[src/rtl/brq_result_monitor.sv]
// brq_result_monitor: per-channel debounce of core result taps and a sticky pass/fail/timeout verdict.
// Latency: a value counts one cycle after its StableCycles-th matching sample; the verdict is registered one edge later.
// Backpressure: none. Samples are observed only while a run is active and are ignored in every other state.
module brq_result_monitor #(
  parameter int                   DataWidth     = 32,
  parameter int                   NumChannels   = 1,
  parameter logic [DataWidth-1:0] PassValue     = 32'h0000_0001,
  parameter logic [DataWidth-1:0] FailValue     = 32'hDEAD_0BAD,
  parameter int                   StableCycles  = 4,
  parameter int                   TimeoutCycles = 100000,
  parameter bit                   PassAll       = 1'b0,
  parameter int                   CntWidth      = 32,
  localparam int                  ChanWidth     = (NumChannels > 1) ? $clog2(NumChannels) : 1
) (
  input  logic                             brq_clk,
  input  logic                             brq_rst,
  input  logic                             start_i,
  input  logic [NumChannels-1:0]           valid_i,
  input  logic [NumChannels*DataWidth-1:0] data_i,
  output logic                             busy_o,
  output logic                             done_o,
  output logic                             pass_o,
  output logic                             fail_o,
  output logic                             timeout_o,
  output logic [ChanWidth-1:0]             fail_chan_o,
  output logic [DataWidth-1:0]             fail_data_o,
  output logic [CntWidth-1:0]              cycles_o
);

  localparam int                 StCntW    = $clog2(StableCycles + 1);
  localparam logic [StCntW-1:0]  StableMax = StCntW'(StableCycles);
  localparam logic [CntWidth-1:0] LastCycle = CntWidth'(TimeoutCycles - 1);

  typedef enum logic [2:0] {
    S_IDLE,
    S_RUN,
    S_PASS,
    S_FAIL,
    S_TIMEOUT
  } state_t;

  state_t                 state_q;
  state_t                 state_d;
  logic                   armed_q;
  logic                   start;

  logic [StCntW-1:0]      cnt_q  [NumChannels];
  logic [DataWidth-1:0]   last_q [NumChannels];
  logic [NumChannels-1:0] seen_q;

  logic [DataWidth-1:0]   chan_dat [NumChannels];
  logic [NumChannels-1:0] stable;
  logic [NumChannels-1:0] pass_hit;
  logic [NumChannels-1:0] fail_hit;
  logic [NumChannels-1:0] seen_now;
  logic                   pass_ok;
  logic                   timeout_hit;
  logic [ChanWidth-1:0]   fail_sel;
  logic [DataWidth-1:0]   fail_val;
  logic [ChanWidth-1:0]   fail_chan_d;
  logic [DataWidth-1:0]   fail_data_d;

  // A start pulse on the very first edge after reset release is dropped, so
  // a start that overlaps reset deassertion never launches a run.
  assign start = start_i & armed_q;

  // Arm start detection one edge after reset release.
  always_ff @(posedge brq_clk or negedge brq_rst) begin
    if (!brq_rst) begin
      armed_q <= 1'b0;
    end else begin
      armed_q <= 1'b1;
    end
  end

  // Unpack channels and classify each one from its registered debounce state.
  always_comb begin
    for (int c = 0; c < NumChannels; c++) begin
      chan_dat[c] = data_i[c*DataWidth +: DataWidth];
      stable[c]   = (cnt_q[c] == StableMax);
      pass_hit[c] = stable[c] && (last_q[c] == PassValue);
      fail_hit[c] = stable[c] && (last_q[c] == FailValue);
    end
  end

  // Pass condition counts a channel reaching PassValue in this same cycle.
  always_comb begin
    seen_now    = seen_q | pass_hit;
    pass_ok     = PassAll ? (&seen_now) : (|seen_now);
    timeout_hit = (cycles_o == LastCycle);
  end

  // Lowest-index failing channel: scan downwards so the lowest hit wins.
  always_comb begin
    fail_sel = '0;
    fail_val = '0;
    for (int c = NumChannels - 1; c >= 0; c--) begin
      if (fail_hit[c]) begin
        fail_sel = ChanWidth'(c);
        fail_val = last_q[c];
      end
    end
  end

  // Next-state and failure capture; fail outranks pass, both outrank timeout.
  always_comb begin
    state_d     = state_q;
    fail_chan_d = fail_chan_o;
    fail_data_d = fail_data_o;
    if (start) begin
      state_d     = S_RUN;
      fail_chan_d = '0;
      fail_data_d = '0;
    end else if (state_q == S_RUN) begin
      if (|fail_hit) begin
        state_d     = S_FAIL;
        fail_chan_d = fail_sel;
        fail_data_d = fail_val;
      end else if (pass_ok) begin
        state_d = S_PASS;
      end else if (timeout_hit) begin
        state_d = S_TIMEOUT;
      end
    end
  end

  // State register.
  always_ff @(posedge brq_clk or negedge brq_rst) begin
    if (!brq_rst) begin
      state_q <= S_IDLE;
    end else begin
      state_q <= state_d;
    end
  end

  // Registered status outputs, decoded from the next state so they track state_q exactly.
  always_ff @(posedge brq_clk or negedge brq_rst) begin
    if (!brq_rst) begin
      busy_o      <= 1'b0;
      done_o      <= 1'b0;
      pass_o      <= 1'b0;
      fail_o      <= 1'b0;
      timeout_o   <= 1'b0;
      fail_chan_o <= '0;
      fail_data_o <= '0;
    end else begin
      busy_o      <= (state_d == S_RUN);
      done_o      <= (state_d == S_PASS) || (state_d == S_FAIL) || (state_d == S_TIMEOUT);
      pass_o      <= (state_d == S_PASS);
      fail_o      <= (state_d == S_FAIL);
      timeout_o   <= (state_d == S_TIMEOUT);
      fail_chan_o <= fail_chan_d;
      fail_data_o <= fail_data_d;
    end
  end

  // Cycle counter: saturating, frozen outside RUN, held at the budget's last
  // value when the run times out so it reads TimeoutCycles-1.
  always_ff @(posedge brq_clk or negedge brq_rst) begin
    if (!brq_rst) begin
      cycles_o <= '0;
    end else if (start) begin
      cycles_o <= '0;
    end else if ((state_q == S_RUN) && (state_d != S_TIMEOUT) && (cycles_o != '1)) begin
      cycles_o <= cycles_o + 1'b1;
    end
  end

  // Per-channel debounce counters, last values and sticky pass_seen bits.
  always_ff @(posedge brq_clk or negedge brq_rst) begin
    if (!brq_rst) begin
      seen_q <= '0;
      for (int c = 0; c < NumChannels; c++) begin
        cnt_q[c]  <= '0;
        last_q[c] <= '0;
      end
    end else if (start) begin
      seen_q <= '0;
      for (int c = 0; c < NumChannels; c++) begin
        cnt_q[c]  <= '0;
        last_q[c] <= '0;
      end
    end else if (state_q == S_RUN) begin
      seen_q <= seen_now;
      for (int c = 0; c < NumChannels; c++) begin
        if (!valid_i[c]) begin
          cnt_q[c] <= '0;
        end else if (chan_dat[c] != last_q[c]) begin
          cnt_q[c]  <= StCntW'(1);
          last_q[c] <= chan_dat[c];
        end else if (cnt_q[c] != StableMax) begin
          cnt_q[c] <= cnt_q[c] + 1'b1;
        end
      end
    end
  end

endmodule

[config.mk]
export PLATFORM = sky130hd
export DESIGN_NAME = brq_result_monitor
export DESIGN_NICKNAME = d
export VERILOG_FILES = /design/src/rtl/brq_result_monitor.sv
export SDC_FILE = /design/constraint.sdc
export NUM_CORES = 1
export LEC_CHECK = 0
export CORE_ASPECT_RATIO = 0.9
export CORE_MARGIN = 2
export CORE_UTILIZATION = 30
export CTS_CLUSTER_DIAMETER = 40
export CTS_CLUSTER_SIZE = 25
export DETAILED_ROUTE_END_ITERATION = 7
export PLACE_DENSITY_LB_ADDON = 0.12
export SETUP_SLACK_MARGIN = 0.3
export SYNTH_ARGS = -nofsm -noshare
export SYNTH_HDL_FRONTEND = slang
export SYNTH_SLANG_ARGS = --single-unit
[constraint.sdc]
create_clock -name brq_clk -period 3 [get_ports brq_clk]
set_input_delay 0.6 -clock brq_clk [delete_from_list [all_inputs] [get_ports brq_clk]]
set_output_delay 0.6 -clock brq_clk [all_outputs]
set_load 0.1 [all_outputs]
==> results.py <==
metrics = {
    "run_status": {
        "outcome": "finished, final reports clean",
    },
    "global_routing": {
        "grt_pass1_vias": 4185,
        "overflow": 0,
        "grt_pass1_wl_um": 22800,
        "grt.total_usage": 0.160,
        "antenna_found_initial": 0,
        "grt_start_max_net_pins": 54,
    },
    "synthesis": {
        "ys_seq_area_frac": 0.527,
        "synth-async-reset-ratio": 1.00,
        "synth_area_per_cell_um2": 9.96,
        "synth_top_family_by_area": "simple AND/OR/NAND/NOR gates",
        "synth_common_cells": "dfrtp_1 (109), nor2_1 (109), xor2_1 (38)",
        "synth_top_cell_area_share": 0.527,
        "synthDistinctLibCells": 38,
        "netlist_area_um2": 5180,
        "synth_edf_count": 0,
        "synth_compound_area_frac": 0.0375,
        "synth_fa_ha_area_frac": 0.00725,
        "ys.flop_type": "dfrtp_1",
        "yosysTopAreaCell": "dfrtp_1",
        "ys_ff_latch": 109,
        "ys_warn_count": 0,
        "netlist_instances": 520,
        "syn_nets": 559,
        "synthTopCellsByArea": "dfrtp_1 (53%), nor2_1 (7.9%), xor2_1 (6.4%)",
        "synth-simple-area-share": 0.255,
        "synth.area.mux_share": 0.0619,
        "yosys.area_share.xor_xnor": 0.0897,
    },
    "timing": {
        "tns_ps": 0,
        "finalWorstSetupSlack_ps": 368,
        "clock.fmax_mhz": 380,
        "hold_viol": 0,
        "drv_slew": 0,
        "fin_crit_ps": 2630,
        "rsz0062_at_grt": "yes",
        "finalSetupViolations": 0,
        "worst_slew_pin_slew_ps": 579,
        "post-route-period-util": 0.877,
        "skew_ps": 7.86,
        "maxSlewHeadroom": 0.614,
    },
    "setup_path": {
        "crit_chain": "or4_4, or4_4, and4_4, nor3_4, o31a_1, a21oi_1, a31o_2",
        "startpoint_type": "flip-flop",
        "cpPeakStageDelay_ps": 540,
        "crit_path_top_delay_cell": "or4_4",
        "required_ps": 3250,
        "endpoint_kind": "flip-flop",
        "crit_top_cell": "or4_4",
        "cp_max_fo": 5,
        "path_class": "reg -> reg",
        "arrival_ps": 2880,
    },
    "drt": {
        "wl_per_cell_um": 16.6,
        "drc": 0,
        "vias": 4177,
        "ant_nets": 0,
        "drt-total-wl_um": 14100,
        "first_pass_iters": 4,
        "via_per_inst": 4.92,
        "drt-initial-drc-count": 209,
    },
    "floorplanning": {
        "core_um2": 16900,
        "fp.dieW_um": 142,
        "ioPinCount": 106,
        "initial_core_util": 0.307,
        "num_rows": 45,
        "die_h_um": 129,
        "fp.dieArea_um2": 18300,
    },
    "clock_tree": {
        "clkTransAtPathRegs_ps": 70,
        "ctsHtreeMaxLevel": 3,
        "clk_latency_ps": 360,
        "cts_tree": "yes",
        "root_buffer": "clkbuf_16",
        "numCtsBuffers": 9,
        "cts.path.max_buffers": 2,
        "cts.sinks": 109,
    },
    "pwr": {
        "power_mw": 3.43,
        "vdd_drop_max_v": 0.000431,
        "p_leak_nw": 3.12,
        "power_per_cell_area_nw_per_um2": 501,
    },
    "job": {
        "cap_violations": 0,
    },
    "cells_and_area": {
        "drive_above_1_share": 0.237,
        "num-nets-final": 672,
        "antennaDiodeCount": 0,
        "syn_to_final_growth_pct": 32.1,
    },
    "placement": {
        "dp.final_hpwl_um": 9930,
        "io_buffer_count": 104,
        "gp_congestion": 0.789,
        "place_ws_ps": 138,
    },
    "hold_path": {
        "hp-class": "in -> async",
    },
}
[power by group]
| part | internal, mW | switching (mW) | leakage, nW | total [mW] |
|---|---|---|---|---|
| logic | 0.176 | 0.330 | 1.55 | 0.506 |
| clock network | 0.736 | 0.560 | 0.156 | 1.30 |
| registers | 1.54 | 0.0854 | 1.42 | 1.63 |
[per-stage QoR]
| stage | utilization | instances | area [um2] | hold slack [ps] |
|---|---|---|---|---|
| detailed placement | 0.379 | 828 | 6400 | 472 |
| global placement | 0.379 | 828 | 6400 | 471 |
| finish | 0.405 | 849 | 6840 | 197 |
| floorplan | - | 520 | 5220 | 304 |
| CTS | 0.401 | 845 | 6770 | 203 |
| global route | 0.405 | 849 | 6840 | 222 |
[what timing repair did]
action | 4_1_cts | 5_1_grt
setup endpoints to repair | 6 | 6
hold buffers | 0 | 0
cloned | 0 | 0
setup buffers | 1 | 4
gates resized for setup | 6 | 10
pin swaps | 3 | 13
[path summary, 6_finish.rpt]
path,startpoint,to,slack [ps],depth (start not counted)
max,last_q[7],cycles_o[2],370,7
min,brq_rst,fail_data_o[3],200,1
max reg2reg,last_q[7],cycles_o[2],370,7
min reg2reg,fail_data_o[1],fail_data_o[1],490,1
max in group asynchronous,brq_rst,fail_data_o[17],2120,2
min in group brq_clk,fail_data_o[1],fail_data_o[1],490,1
[worst max-delay path, delay by kind of cell (launching register included)]
kind	cells	cell delay, ps
and+or+nand+nor	4	1480
AOI/OAI and AO/OA	3	620
DFF	1	440
[cells in the final DEF, fill, tap and decap left out, types with 3 or more instances in the layout]
cell type / instances
dfrtp_2: 23
nand4_1: 21
nand3_1: 20
dfrtp_1: 84
nor4_2: 3
xor2_1: 38
mux2i_1: 32
xnor2_1: 15
or4_1: 8
inv_1: 5
clkbuf_16: 9
nor3_1: 12
buf_4: 87
nand2_1: 26
o211ai_1: 6
and2_1: 16
clkdlybuf4s50_1: 34
nor2_1: 108
nor4_1: 19
o21ai_0: 8
or3_1: 7
a21oi_1: 12
[per-layer routing]
layer,GRT usage,share of wire,up-vias
met4,0.0472,0.012,0
met1,0.228,0.49,2049
met3,0.0484,0.064,12
li1,-,-,2023
met2,0.236,0.44,93
met5,0,0,-
[sequential cells by signal (all words and copies together) (netlist names)]
| signal | count |
|---|---|
| pass_o | 1 |
| fail_o | 1 |
| armed_q | 1 |
| cnt_q | 3 |
| busy_o | 1 |
| last_q | 32 |
| seen_q | 1 |
| timeout_o | 1 |
| fail_data_o | 32 |
| done_o | 1 |
| state_q | 3 |
| cycles_o | 32 |
[cell families after synthesis]
group                      after synthesis
AOI/OAI and AO/OA                       31
xor gates and xnor gates                53
adders and majority gates                3
buffers and inverters                   27
DFF                                    109
muxes                                   32
other                                    2
and+or+nand+nor                        263
[cell type report]
| type | instances | area (um2) |
|---|---|---|
| fill | 1707 | 10100 |
| sequential | 109 | 2760 |
| tap | 211 | 264 |
| clock inverter | 7 | 98.8 |
| clock buffer | 9 | 225 |
| multi-input combinational | 384 | 2430 |
| timing repair buffer | 123 | 1030 |
| inverter | 6 | 22.5 |
Note: power is estimated with default switching activity, not from simulation.
